`src/rtl/dcache_pkg.sv`:
```
// Shared definitions for the direct-mapped write-through data cache:
// controller state encoding and the default line count.
package dcache_pkg;

    localparam int LINES_DEFAULT = 8;

    typedef enum logic [1:0] {
        IDLE    = 2'b00,
        RD_MISS = 2'b01,
        WR_THRU = 2'b10
    } state_t;

endpackage

```
`src/rtl/dcache_array.sv`:
```
// Valid/tag/data storage for the direct-mapped cache: one shared index,
// synchronous write that also sets the valid bit, asynchronous read.
module dcache_array
    import dcache_pkg::*;
#(
    parameter int LINES = LINES_DEFAULT,
    parameter int IDX_W = $clog2(LINES)
) (
    input  logic              clk,
    input  logic              reset,
    input  logic [IDX_W-1:0]  idx,
    input  logic              we,
    input  logic [29-IDX_W:0] wr_tag,
    input  logic [31:0]       wr_data,
    output logic              rd_valid,
    output logic [29-IDX_W:0] rd_tag,
    output logic [31:0]       rd_data
);

    logic [LINES-1:0]  valid;
    logic [29-IDX_W:0] tags  [LINES];
    logic [31:0]       words [LINES];

    always_ff @(posedge clk) begin
        if (reset) begin
            valid <= '0;
        end else if (we) begin
            valid[idx] <= 1'b1;
        end
    end

    // NOTE: only the valid bits need a reset; tag/data are never read while invalid,
    // and leaving them unreset lets them map onto plain RAM.
    always_ff @(posedge clk) begin
        if (we) begin
            tags[idx]  <= wr_tag;
            words[idx] <= wr_data;
        end
    end

    assign rd_valid = valid[idx];
    assign rd_tag   = tags[idx];
    assign rd_data  = words[idx];

endmodule

```
`src/rtl/data_cache_ctrl.sv`:
```
// Direct-mapped, write-through, no-write-allocate data cache controller.
// Define DCACHE_STATS_EN to add the saturating HitCount/MissCount outputs.
module data_cache_ctrl
    import dcache_pkg::*;
#(
    parameter int LINES = LINES_DEFAULT,
    parameter int IDX_W = $clog2(LINES)
) (
    input  logic        clk,
    input  logic        reset,
    input  logic        MemRead,
    input  logic        MemWrite,
    input  logic [31:0] DataAdr,
    input  logic [31:0] WriteData,
    output logic [31:0] ReadData,
    output logic        Stall,
    output logic        MemReq,
    output logic        MemWe,
    output logic [31:0] MemAdr,
    output logic [31:0] MemWData,
    input  logic [31:0] MemRData,
    input  logic        MemAck
`ifdef DCACHE_STATS_EN
    ,
    output logic [15:0] HitCount,
    output logic [15:0] MissCount
`endif
);

    state_t            state, state_next;
    logic              arr_we;
    logic [31:0]       arr_wdata;
    logic              line_valid;
    logic [29-IDX_W:0] line_tag;
    logic [31:0]       line_data;
    logic              hit;
    logic              unused_adr_lsbs;

    assign unused_adr_lsbs = ^DataAdr[1:0];

    dcache_array #(.LINES(LINES), .IDX_W(IDX_W)) u_array (
        .clk      (clk),
        .reset    (reset),
        .idx      (DataAdr[IDX_W+1:2]),
        .we       (arr_we),
        .wr_tag   (DataAdr[31:IDX_W+2]),
        .wr_data  (arr_wdata),
        .rd_valid (line_valid),
        .rd_tag   (line_tag),
        .rd_data  (line_data)
    );

    // The core holds its request while stalled, so DataAdr always names the pending line.
    assign hit = line_valid && (line_tag == DataAdr[31:IDX_W+2]);

    // NOTE: state register uses non-blocking assignment; all decode lives in always_comb.
    always_ff @(posedge clk) begin
        if (reset) begin
            state <= IDLE;
        end else begin
            state <= state_next;
        end
    end

    // NOTE: every always_comb output gets a default first so no path infers a latch.
    always_comb begin
        state_next = state;
        Stall      = 1'b0;
        MemReq     = 1'b0;
        MemWe      = 1'b0;
        MemAdr     = {DataAdr[31:2], 2'b00};
        MemWData   = WriteData;
        ReadData   = line_data;
        arr_we     = 1'b0;
        arr_wdata  = WriteData;
        unique case (state)
            IDLE: begin
                if (MemWrite) begin
                    Stall      = 1'b1;
                    state_next = WR_THRU;
                end else if (MemRead && !hit) begin
                    Stall      = 1'b1;
                    state_next = RD_MISS;
                end
            end
            RD_MISS: begin
                MemReq = 1'b1;
                Stall  = 1'b1;
                if (MemAck) begin
                    arr_we     = 1'b1;
                    arr_wdata  = MemRData;
                    ReadData   = MemRData;
                    Stall      = 1'b0;
                    state_next = IDLE;
                end
            end
            WR_THRU: begin
                MemReq = 1'b1;
                MemWe  = 1'b1;
                Stall  = 1'b1;
                if (MemAck) begin
                    arr_we     = hit;
                    Stall      = 1'b0;
                    state_next = IDLE;
                end
            end
            default: state_next = IDLE;
        endcase
    end

`ifdef DCACHE_STATS_EN
    logic rd_lookup;
    assign rd_lookup = (state == IDLE) && MemRead && !MemWrite;

    always_ff @(posedge clk) begin
        if (reset) begin
            HitCount  <= '0;
            MissCount <= '0;
        end else begin
            if (rd_lookup && hit && HitCount != 16'hFFFF) begin
                HitCount <= HitCount + 16'd1;
            end
            if (rd_lookup && !hit && MissCount != 16'hFFFF) begin
                MissCount <= MissCount + 16'd1;
            end
        end
    end
`endif

endmodule
```
`config.mk`:
```
export PLATFORM = sky130hd
export DESIGN_NAME = data_cache_ctrl
export DESIGN_NICKNAME = d
export VERILOG_FILES = /design/src/rtl/dcache_pkg.sv /design/src/rtl/dcache_array.sv /design/src/rtl/data_cache_ctrl.sv
export SDC_FILE = /design/constraint.sdc
export NUM_CORES = 1
export LEC_CHECK = 0
export CAP_MARGIN = 20
export CORE_ASPECT_RATIO = 1.4
export CORE_MARGIN = 5
export CORE_UTILIZATION = 40
export DETAILED_ROUTE_END_ITERATION = 8
export DONT_BUFFER_PORTS = 1
export GPL_TIMING_DRIVEN = 0
export SETUP_SLACK_MARGIN = 0.4
export SYNTH_ARGS = -nofsm -noshare
export SYNTH_HDL_FRONTEND = slang
export SYNTH_HIERARCHICAL = 1
export SYNTH_SLANG_ARGS = --single-unit
```
`constraint.sdc`:
```
create_clock -name clk -period 9.5 [get_ports clk]
set_input_delay 2.375 -clock clk [delete_from_list [all_inputs] [get_ports clk]]
set_output_delay 2.375 -clock clk [all_outputs]
set_load 0.01 [all_outputs]
```
* Yosys cells after proc, flatten, opt, wreduce, memory -nomap -nowiden
Memory sizes are Yosys's and may differ from the RTL's.
Cells that the tools add are included.
** Word-level totals
- Bits in registers :: 10
- Latch bits :: 0
- Memory bits (writable) :: 472
- Memory bits (read-only) :: 0
- Output and inout bits :: 99
- Word-level logic and storage cells :: 42
- Memories :: 2
** Operators by class
- Add/sub/neg operators :: 0
- Multiply operators :: 0
- Div/mod/pow operators :: 0
- Order comparisons :: 2
- Equality and inequality tests :: 5
- Shifts and indexed selects :: 0
- Muxes and demuxes :: 23
- Bitwise gates (word level) :: 1
- Reduce and logical (&&, ||, !) cells :: 7
** Memories
- u_array.words :: words 8, width 32, read ports 1, clocked after memory_dff 0, wr ports 1, line dcache_array.sv:22 : logic [31:0] words [LINES];
- u_array.tags :: words 8, width 27, read ports 1, clocked after memory_dff 0, wr ports 1, line dcache_array.sv:21 : logic [29-IDX_W:0] tags [LINES];
** Operator list (count)
- $mux W32 :: 4
- $eq A27 B27 Y1 :: 1
- $mux W1 :: 11
- $or A8 B8 Y8 :: 1
- $mux W2 :: 3
- $lt A3 B4 Y1 const B :: 1
- $pmux W1 S2 :: 2
- $pmux W2 S2 :: 1
- $bmux W1 S3 :: 1
- $demux W1 S3 :: 1
- $ge A3 B1 Y1 const B :: 1
- $logic_and A1 B1 Y1 :: 3
- $ne A3 B3 Y1 const B :: 1
- $eq A2 B1 Y1 const B :: 1
- $eq A2 B2 Y1 const B :: 1
- $logic_not A2 Y1 :: 1
- $ne A2 B1 Y1 const B :: 1
- $reduce_and A2 Y1 :: 1
- $reduce_or A2 Y1 :: 1
- $logic_not A1 Y1 :: 1

* Longest topological paths before layout
Gate-level depths: netlist of run 1.
- Depth after elaboration :: 8
- Gate-level depth with buffers :: 15
- Mapped depth without buffers :: 12

* Hierarchy
The synthesis of run 1 kept the hierarchy.
** Modules (own cells, without submodules)
- dcache_array :: instances 1, cells each 1005, area an instance 18311.3 um^2, sequential area each 14333.7 um^2
- data_cache_ctrl :: instances 1, cells each 302, area an instance 1681.6 um^2, sequential area each 40.0 um^2

* Worst setup path before layout of run 1
No wires, ideal clock.
- Kind :: input-to-reg
- From :: input port DataAdr[2]
- To :: memory u_array/tags[0][0] (netlist name) (enable)
- Setup time :: 0.551 ns
- Data arrival time :: 8.470 ns
- Data required time :: 8.949 ns
- Setup slack :: 0.479 ns
- Stages on the path :: 12
- Path buffers :: 3
- Cell sequence :: buf_2 buf_4 buf_2 mux2i_1 o22ai_1 a311o_1 xnor2_1 nand4_1 nor4_4 a32o_1 nand2b_1 nor3_1
** Between the ends
- Word-level cells in the longest chain between the ends :: 7
** Ends and longest elaborated chain
- start: declaration :: line data_cache_ctrl.sv:13 : input logic [31:0] DataAdr,
- $mem_v2 Z8 W27
- named net line_tag[5] :: line data_cache_ctrl.sv:34 : logic [29-IDX_W:0] line_tag;
- $eq A27 B27 Y1 :: line data_cache_ctrl.sv:54 : assign hit = line_valid && (line_tag == DataAdr[31:IDX_W+2]);
- $logic_and A1 B1 Y1 :: line data_cache_ctrl.sv:54
- $mux W1 :: line data_cache_ctrl.sv:101 : if (MemAck) begin
- $pmux W1 S2 :: line data_cache_ctrl.sv:76 : unique case (state)
- named net arr_we :: line data_cache_ctrl.sv:31 : logic arr_we;
- $mux W1 :: line dcache_array.sv:35 : if (we) begin
- $mux W1 (not written as such) :: line dcache_array.sv:36 : tags[idx] <= wr_tag;
- end: declaration :: line dcache_array.sv:21
The timed path passes the listed nets, and every way through them passes these cells. The select of a mux whose other input is x is not followed.

* Final worst setup path of run 1
- From :: input port DataAdr[2]
- To :: output port Stall
** Between the ends
- Word-level cells in the longest chain between the ends :: 8
** Ends and longest elaborated chain
- $mem_v2 Z8 W27
- named net line_tag[5] :: line data_cache_ctrl.sv:34
- $eq A27 B27 Y1 :: line data_cache_ctrl.sv:54
- $logic_and A1 B1 Y1 :: line data_cache_ctrl.sv:54
- $logic_not A1 Y1 :: line data_cache_ctrl.sv:81 : end else if (MemRead && !hit) begin
- $logic_and A1 B1 Y1 :: line data_cache_ctrl.sv:81
- $mux W1 :: line data_cache_ctrl.sv:81
- $mux W1 :: line data_cache_ctrl.sv:78 : if (MemWrite) begin
- $pmux W1 S2 :: line data_cache_ctrl.sv:76
- end: declaration :: line data_cache_ctrl.sv:16 : output logic Stall,
The timed path passes the listed nets, and every way through them passes these cells. The select of a mux whose other input is x is not followed.

==> impl_metrics.py, run 1 <==
metrics = {
    "cells_and_area": {
        "diodes": 0,
        "layout-drive-gt1-share_pct": 15.10,
        "post-route-cell-area_um2": 22670,
        "layout.cells.non_filler": 2054,
        "finalNetCount": 1485,
        "area_growth_pct": 13.39,
    },
    "die": {
        "die_h_um": 274.5,
        "die_w_um": 199.0,
        "pin_count": 200,
        "initial_core_util_pct": 40.18,
        "rows": 97,
        "core_area_um2": 49760,
        "die_area_um2": 54620,
    },
    "global_route": {
        "grt_max_degree": 26,
        "grt_pass1_wl_mm": 74.41,
        "first_global_vias": 11800,
        "overflow": 0,
        "gr-usage-all-layers_pct": 18.12,
        "antenna_found_initial": 0,
    },
    "power": {
        "ir_worst_vdd_uv": 114.2,
        "powerDensity_nw_per_um2": 194.5,
        "p_leak_nw": 7.878,
    },
    "run_status": {
        "status": "complete, no violations",
    },
    "setup_path": {
        "cp_max_fo": 10,
        "crit_family": "buffers and inverters",
        "crit_slowest_cell": "clkbuf_1",
        "worstPathArrival_ns": 5.32,
        "timing.rr.end": "u_array/tags[1][4]$_DFFE_PP_",
        "crit_chain": "buf_2 > buf_4 > buf_2 > clkbuf_1 > a311o_1 > xnor2_1 > nand4_1 > nor4_4 > a21oi_1",
        "max_stage_delay_ns": 0.68,
        "crit_path_frequent_cell": "buf_2",
        "critical_path_class": "primary input to primary output",
        "timing.rr.start": "u_array/tags[5][22]$_DFFE_PP_",
        "start_kind": "primary input",
        "rr_worst_depth": 11,
        "worstPathRequired_ns": 7.13,
        "rrSetupSlack_ns": 5.28,
        "path_buf_inv": 4,
        "end_kind": "primary output",
    },
    "worst_hold_path": {
        "hold-path-endpoint": "u_array/valid[4]$_SDFFE_PP0P_",
        "min-delay-start": "u_array/valid[4]$_SDFFE_PP0P_",
        "hold_class": "flop to flop",
        "hold_depth": 2,
    },
    "yosys": {
        "synth_compound_area_share_pct": 8.636,
        "async_flop_share_pct": 0,
        "ys_types": 41,
        "synth_xor_xnor_area_share_pct": 1.183,
        "ys_ff_latch": 482,
        "syn-cell-area_um2": 19990,
        "synthSimpleGateAreaFrac_pct": 4.500,
        "synthFlopType": "edfxtp_1",
        "ys_seq_area_share_pct": 71.89,
        "synth_top_family_by_area": "multiplexers",
        "synthMuxAreaShare_pct": 9.193,
        "synth_fa_ha_area_share_pct": 0.2503,
        "syn_area_per_cell_um2": 15.30,
        "synthCells": 1307,
        "synth_warnings": 6,
        "synth_edf_count": 472,
    },
    "place": {
        "dpl-instance-area_um2": 21270,
        "io_buffers": 0,
        "place_congestion": 0.7656,
        "hpwl_mm": 34.01,
        "placed_cells": 1976,
    },
    "timing": {
        "rsz0062_at_grt": "false",
        "fin_crit_ns": 7.691,
        "finalHoldViolations": 0,
        "period_share_pct": 80.96,
        "tns_ns": 0,
        "clock_skew_ns": 0.03468,
        "fmax_mhz": 130.0,
        "maxSlewViolCount": 0,
        "relSlewSlack_pct": 27.76,
        "setup_viol": 0,
        "worstMarginPinSlew_ns": 1.084,
    },
    "route": {
        "drt_iter0_markers": 801,
        "viasPerCell": 5.593,
        "vias": 11490,
        "drt-total-wl_mm": 50.80,
        "drt.antenna.violating_nets": 0,
        "firstDrtPassIters": 5,
        "wl_per_cell_um": 24.73,
        "route.detailed.drc": 0,
    },
    "clocking": {
        "clk_latency_ns": 0.58,
        "path_clk_slew_ns": 0.06,
        "ctsResizeCount": 0,
        "clk_path_buf_depth": 3,
        "post_cts_buffers": 0,
        "clock_sinks": 482,
        "cts_max_level": 2,
        "clockRootBuffer": "clkbuf_16",
        "cts_buffers": 45,
        "cts_tree": "yes",
        "cts_hold_buf": 0,
    },
    "flow_run": {
        "drv_cap": 0,
    },
}
==> sequential cells by signal, summed over array words and instances (netlist names) <==
name,flops
u_array/valid,8
state,2
u_array/tags,216
u_array/words,256
==> routing by layer <==
layer	routed length [um]	vias up	GRT usage [%]
met1	19870	5859	22.46
met2	26380	384	32.16
li1	-	5148	-
met4	1873	0	7.004
met5	0	-	0
met3	2675	98	2.348
==> worst register-to-register path: stages, from the launching register on <==
cell      delay, ns
edfxtp_1       0.39
mux4_2         0.47
mux2_2         0.28
xnor2_1        0.19
nand4_1        0.22
nor4_4         0.44
a32o_1         0.28
nand2_1        0.25
nor3_2         0.73
buf_6          0.27
buf_6          0.19
buf_6          0.20
==> layout make-up <==
class / count / area (um^2)
buffer: 146 / 849.6
clock buffer: 57 / 1191
clock inverter: 21 / 214.0
fill: 4342 / 27090
inverter: 4 / 15.01
multi-input combinational: 676 / 4813
sequential: 482 / 14370
tap: 643 / 804.5
timing repair buffer: 25 / 409.1
==> per-stage QoR <==
step	hold WS, ns	total power, W	utilization (%)	worst slack [ns]
after floorplan	0.4396	0.002616	-	0.4791
after global placement	0.4491	0.002706	41.80	-4.286
after detailed placement	0.4591	0.002712	42.74	1.873
after CTS	0.4726	0.004433	45.56	1.856
after global routing	0.4979	0.004535	45.56	1.751
final	0.4711	0.004410	45.56	1.809
==> kinds of logic after synthesis <==
family,Yosys count
DFF,482
buffers and inverters,150
muxes,180
other,1
AOI/OAI and AO/OA,246
adders and majority gates,4
xor gates and xnor gates,27
and+or+nand+nor,217
==> worst max-delay path by stage <==
stage	from	to	slack [ns]	cells after the start
2_1_floorplan	DataAdr[2]	u_array/tags[0][0]$_DFFE_PP_	0.48	12
3_3_place_gp	DataAdr[2]	u_array/words[1][25]$_DFFE_PP_	-4.29	11
3_5_place_dp	DataAdr[2]	Stall	1.87	9
4_1_cts	DataAdr[2]	Stall	1.86	9
5_1_grt	DataAdr[2]	Stall	1.75	9
6_report	DataAdr[2]	Stall	1.81	9
==> synthesized netlist by cell type (2+ instances only) <==
cell | instances | area (um^2)
a211oi_1 | 51 | 382.9
a21oi_1 | 61 | 305.3
a22oi_1 | 7 | 52.55
a311o_1 | 50 | 500.5
a31oi_1 | 3 | 18.77
buf_1 | 8 | 30.03
buf_2 | 31 | 155.2
buf_4 | 68 | 510.5
clkbuf_1 | 38 | 142.6
dfxtp_1 | 10 | 200.2
edfxtp_1 | 472 | 14170
ha_1 | 4 | 50.05
inv_1 | 3 | 11.26
mux2_2 | 9 | 101.4
mux2i_1 | 169 | 1692
mux4_2 | 2 | 45.04
nand2_1 | 166 | 623.1
nand2b_1 | 5 | 31.28
nand4_1 | 7 | 43.79
nor2_1 | 25 | 93.84
nor3_1 | 3 | 15.01
nor4_1 | 4 | 25.02
o21ai_0 | 9 | 45.04
o22ai_1 | 59 | 369.1
xnor2_1 | 27 | 236.5
==> cell usage in the layout, fill, tap and decap left out, types with 12 or more instances in the layout <==
| cell | netlist | final |
|---|---|---|
| a211oi_1 | 51 | 51 |
| a21oi_1 | 61 | 61 |
| a311o_1 | 50 | 50 |
| buf_2 | 31 | 31 |
| buf_4 | 68 | 68 |
| buf_6 | 1 | 12 |
| clkbuf_1 | 38 | 48 |
| clkbuf_16 | 0 | 45 |
| edfxtp_1 | 472 | 472 |
| mux2i_1 | 169 | 169 |
| nand2_1 | 166 | 166 |
| nor2_1 | 25 | 19 |
| o22ai_1 | 59 | 59 |
| xnor2_1 | 27 | 27 |
==> power by group <==
group	internal [W]	switching, W	total (W)
Combinational	0.000109	0.000206	0.000314
Sequential	0.00235	0.00000171	0.00235
Clock	0.000973	0.000773	0.00175
Note: power is estimated with default switching activity, not from simulation.
==> inputs of run 2 (changes only) <==
==> constraint.sdc (replaced) <==
create_clock -name clk -period 7.6 [get_ports clk]
set_input_delay 1.9 -clock clk [delete_from_list [all_inputs] [get_ports clk]]
set_output_delay 1.9 -clock clk [all_outputs]
set_load 0.01 [all_outputs]
==> run 2 against run 1 <==
  * Cell count is 0.19% higher
  * Combinational power is 25% higher
  * Sequential power is 25% higher
  * First-iteration DRC count is 3.1% lower
  * Register-to-register slack worse by 1.7 ns
  * Wire length is 0.43% lower
  * Utilization is 0.19 points higher
  * Sequential share of layout area is 0.27 points lower
  * Flip-flop and latch count stayed put
  * Largest cell class unchanged
==> impl_metrics.py, run 2 (synthesized netlist as in run 1, its figures left out) <==
metrics = {
    "timing": {
        "fin_crit_ns": 6.669,
        "fin_ws_ns": 0.9306,
        "period_share_pct": 87.76,
        "holdWs_ns": 0.4761,
        "clock_skew_ns": 0.03330,
        "maxSlewViolCount": 0,
        "worstMarginPinSlew_ns": 1.101,
        "finalHoldViolations": 0,
        "rsz0062_at_grt": "false",
        "fmax_mhz": 149.9,
        "setup_viol": 0,
        "relSlewSlack_pct": 26.61,
    },
    "die": {
        "die_area_um2": 54620,
        "die_h_um": 274.5,
        "die_w_um": 199.0,
        "pin_count": 200,
        "rows": 97,
        "initial_core_util_pct": 40.18,
        "core_area_um2": 49760,
    },
    "cells_and_area": {
        "layout-drive-gt1-share_pct": 14.60,
        "final_common_cell": "edfxtp_1",
        "largest_reg_flops": 256,
        "final_cell_mix": "472 x edfxtp_1, 169 x mux2i_1, 166 x nand2_1, 68 x buf_4, 61 x a21oi_1",
        "largest-register": "u_array/words",
        "reg.largest.list": "u_array/words (256), u_array/tags (216), u_array/valid (8)",
        "area_growth_pct": 13.87,
        "final_core_util_pct": 45.75,
        "fillers": 4290,
        "finalNetCount": 1482,
    },
    "run_status": {
        "status": "complete, no violations",
    },
    "setup_path": {
        "rr_worst_depth": 10,
        "worstSetupStartpoint": "DataAdr[2]",
        "worstPathRequired_ns": 5.70,
        "timing.rr.start": "u_array/tags[0][22]$_DFFE_PP_",
        "worstPathArrival_ns": 4.77,
        "start_kind": "primary input",
        "cp_max_fo": 10,
        "critical_path_class": "primary input to primary output",
        "end_kind": "primary output",
    },
    "clocking": {
        "clk_path_buf_depth": 3,
        "cts_tree": "yes",
        "cts_buffers": 45,
        "post_cts_buffers": 0,
        "clk_latency_ns": 0.57,
        "cts_max_level": 2,
        "ctsResizeCount": 0,
        "path_clk_slew_ns": 0.06,
        "clock_sinks": 482,
        "cts_hold_buf": 0,
        "clockRootBuffer": "clkbuf_16",
    },
    "global_route": {
        "overflow": 0,
        "gr-usage-all-layers_pct": 18.20,
        "first_global_vias": 11880,
        "antenna_found_initial": 2,
        "grt_pass1_wl_mm": 74.52,
        "grt_max_degree": 27,
    },
    "power": {
        "powerDensity_nw_per_um2": 240.3,
        "p_leak_nw": 7.907,
        "ir_worst_vdd_uv": 148.9,
    },
    "worst_hold_path": {
        "hold_depth": 2,
        "min-delay-start": "u_array/valid[1]$_SDFFE_PP0P_",
        "hold_class": "flop to flop",
    },
    "place": {
        "hpwl_mm": 34.33,
        "place_congestion": 0.7621,
        "io_buffers": 0,
        "place_ws_ns": 0.9465,
    },
    "route": {
        "wl_per_cell_um": 24.58,
        "firstDrtPassIters": 5,
        "route.detailed.drc": 0,
        "viasPerCell": 5.551,
        "drt_iter0_markers": 776,
        "vias": 11420,
        "drt-total-wl_mm": 50.58,
        "drt.antenna.violating_nets": 0,
    },
    "flow_run": {
        "drv_cap": 0,
    },
}
==> run 2: final cells by class <==
class	instances	area [um^2]	area share (%)
Multi-Input combinational cell	676	4826	21.20
Antenna cell	4	10.01	0.04397
Timing Repair Buffer	22	493.0	2.165
Clock buffer	54	1170	5.138
Tap cell	643	804.5	3.534
Inverter	4	15.01	0.06595
Sequential cell	482	14370	63.13
Clock inverter	27	225.2	0.9892
Buffer	146	849.6	3.732
==> run 2: worst max-delay path, stage by stage <==
cell and delay (ns):
buf_2 0.20, buf_4 0.24, buf_2 0.35, clkbuf_1 0.65, a311o_1 0.29, xnor2_1 0.21, nand4_1 0.28, nor4_4 0.44
a21oi_1 0.19
==> run 2: power by group <==
part	internal, W	switching (W)
logic	0.000136	0.000256
clock network	0.00120	0.000940
registers	0.00294	0.00000215
total	0.00427	0.00120
==> run 2: worst paths after layout <==
check	slack, ns	end
worst max-delay path	0.93	Stall
worst min register to register	0.48	u_array/valid[1]$_SDFFE_PP0P_
worst max register to register	3.59	u_array/tags[1][10]$_DFFE_PP_
worst min-delay path	0.48	u_array/valid[1]$_SDFFE_PP0P_
==> run 2: layer usage <==
metal  vias up  wire, um  track usage, %
met3        82      2361           2.397
met5         -         0               0
met4         0      1629           6.626
li1       5164         -               -
met1      5822     20060           22.47
met2       356     26530           32.60
==> run 2: per-stage QoR <==
step / instance area, um^2 / setup TNS, ns / total power (W) / instances
floorplan: 20010 / 0 / 0.003271 / 1308
global placement: 20810 / -1286.08 / 0.003383 / 1951
detailed placement: 21360 / 0 / 0.003389 / 1973
CTS: 22760 / 0 / 0.005520 / 2054
global route: 22770 / 0 / 0.005652 / 2058
finish: 22770 / 0 / 0.005472 / 2058
==> inputs of run 3 (changes only) <==
--- a/config.mk
+++ b/config.mk
@@ -12,6 +12,7 @@
 export DETAILED_ROUTE_END_ITERATION = 8
 export DONT_BUFFER_PORTS = 1
 export GPL_TIMING_DRIVEN = 0
+export MAX_ROUTING_LAYER = met4
 export SETUP_SLACK_MARGIN = 0.4
 export SYNTH_ARGS = -nofsm -noshare
 export SYNTH_HDL_FRONTEND = slang
==> constraint.sdc (replaced) <==
create_clock -name clk -period 7.6 [get_ports clk]
set_input_delay 1.9 -clock clk [delete_from_list [all_inputs] [get_ports clk]]
set_output_delay 1.9 -clock clk [all_outputs]
set_load 0.005 [all_outputs]
==> run 3 against run 2 <==
  * Cell area is the same
  * Critical path depth did not move
  * Die area unchanged
  * Register-to-register slack is essentially flat
  * Count of clock-buffer cells in the layout unchanged
  * Wire length up 0.10%
  * Global-route usage increased by 0.54 points
  * Critical path type unchanged
  * Largest power group unchanged
==> impl_metrics.py, run 3 (synthesized netlist as in run 1, its figures left out) <==
metrics = {
    "global_route": {
        "overflow": 0,
        "gr-usage-all-layers_pct": 18.74,
        "grt_pass1_wl_mm": 74.50,
        "first_global_vias": 11890,
        "antenna_found_initial": 2,
        "grt_max_degree": 27,
    },
    "setup_path": {
        "worstPathArrival_ns": 4.72,
        "crit_slowest_cell": "clkbuf_1",
        "max_stage_delay_ns": 0.65,
        "cp_max_fo": 10,
        "start_kind": "primary input",
        "worstPathRequired_ns": 5.70,
        "crit_path_frequent_cell": "buf_2",
        "critical_path_class": "primary input to primary output",
        "end_kind": "primary output",
        "crit_chain": "buf_2 > buf_4 > buf_2 > clkbuf_1 > a311o_1 > xnor2_1 > nand4_1 > nor4_4 > a21oi_1",
    },
    "route": {
        "drt.antenna.violating_nets": 0,
        "route.detailed.drc": 0,
        "wl_per_cell_um": 24.60,
        "drt-total-wl_mm": 50.63,
        "drt_iter0_markers": 794,
        "vias": 11410,
        "viasPerCell": 5.545,
        "firstDrtPassIters": 5,
    },
    "timing": {
        "fin_crit_ns": 6.619,
        "period_share_pct": 87.09,
        "clock_skew_ns": 0.03265,
        "rsz0062_at_grt": "false",
        "finalHoldViolations": 0,
        "maxSlewViolCount": 0,
        "setup_viol": 0,
        "fmax_mhz": 151.1,
        "relSlewSlack_pct": 26.13,
        "fin_ws_ns": 0.9812,
        "holdWs_ns": 0.4786,
        "worstMarginPinSlew_ns": 1.108,
    },
    "die": {
        "die_area_um2": 54620,
        "rows": 97,
        "core_area_um2": 49760,
        "pin_count": 200,
        "die_h_um": 274.5,
        "die_w_um": 199.0,
        "initial_core_util_pct": 40.18,
    },
    "cells_and_area": {
        "area_growth_pct": 13.87,
        "final_cell_mix": "472 x edfxtp_1, 169 x mux2i_1, 166 x nand2_1, 68 x buf_4, 61 x a21oi_1",
        "layout.cells.non_filler": 2058,
        "largest-register": "u_array/words",
        "largest_reg_flops": 256,
        "finalNetCount": 1482,
        "layout-drive-gt1-share_pct": 14.60,
        "final_core_util_pct": 45.75,
        "reg.largest.list": "u_array/words (256), u_array/tags (216), u_array/valid (8)",
        "final_common_cell": "edfxtp_1",
    },
    "clocking": {
        "post_cts_buffers": 0,
        "path_clk_slew_ns": 0.06,
        "clk_path_buf_depth": 3,
        "cts_max_level": 2,
        "clk_latency_ns": 0.57,
        "cts_hold_buf": 0,
        "clockRootBuffer": "clkbuf_16",
        "clock_sinks": 482,
        "cts_tree": "yes",
        "cts_buffers": 45,
        "ctsResizeCount": 0,
    },
    "power": {
        "power.share.switching_pct": 21.74,
        "p_leak_nw": 7.907,
        "p_int_w": 0.004273,
        "ir_worst_vdd_uv": 148.3,
        "powerDensity_nw_per_um2": 239.8,
        "seq_power_share_pct": 53.8,
        "finalPower_w": 0.005460,
        "pwr-share-comb_pct": 6.9,
        "clock_power_share_pct": 39.3,
        "switchingPower_w": 0.001187,
    },
    "place": {
        "io_buffers": 0,
        "place_congestion": 0.7726,
        "placed_cells": 1973,
        "hpwl_mm": 34.33,
        "place_ws_ns": 0.9839,
    },
    "worst_hold_path": {
        "hold_class": "flop to flop",
    },
    "run_status": {
        "status": "complete, no violations",
    },
    "flow_run": {
        "drv_cap": 0,
    },
}
[run 3: layout make-up]
class	instances	area (um^2)
inverters	4	15.01
diodes	4	10.01
repair buffers	22	493.0
fillers	4290	26990
clock buffers	54	1170
multi-input cells	676	4826
flip-flops and latches	482	14370
well taps	643	804.5
plain buffers	146	849.6
clock inverters	27	225.2
[run 3: through the flow]
step                      area [um^2]  setup TNS [ns]
after floorplan                 20010               0
after global placement          20810        -1286.06
after detailed placement        21360               0
after CTS                       22760               0
after global routing            22770               0
final                           22770               0
[run 3: worst paths after layout]
kind	startpoint	slack, ns	end	cells past startpoint
worst min-delay path	u_array/valid[4]$_SDFFE_PP0P_	0.48	u_array/valid[4]$_SDFFE_PP0P_	2
worst max register to register	u_array/tags[0][22]$_DFFE_PP_	3.60	u_array/tags[1][10]$_DFFE_PP_	10
worst max-delay path	DataAdr[2]	0.98	Stall	9
worst min register to register	u_array/valid[4]$_SDFFE_PP0P_	0.48	u_array/valid[4]$_SDFFE_PP0P_	2
[run 3: per-layer routing]
layer,GRT usage (%),up-vias,wire length [um]
li1,-,5166,-
met1,22.44,5775,19890
met2,32.60,382,26610
met3,2.409,88,2486
met4,6.626,0,1648
met5,-,-,0
[run 3: critical path: cells and delay by family]
kind                   cells  cell delay, ns
AND/OR/NAND/NOR            2            0.70
XOR/XNOR                   1            0.20
AO/OA/AOI/OAI              2            0.45
buffers and inverters      4            1.44
[run 3: power by group through the flow]
stage	sequential [W]	combinational, W	clock (W)
after CTS	0.00294	0.000380	0.00219
after global placement	0.00299	0.000371	0
after floorplan	0.00299	0.000260	0
after global routing	0.00294	0.000406	0.00230
final	0.00294	0.000376	0.00215
after detailed placement	0.00299	0.000378	0
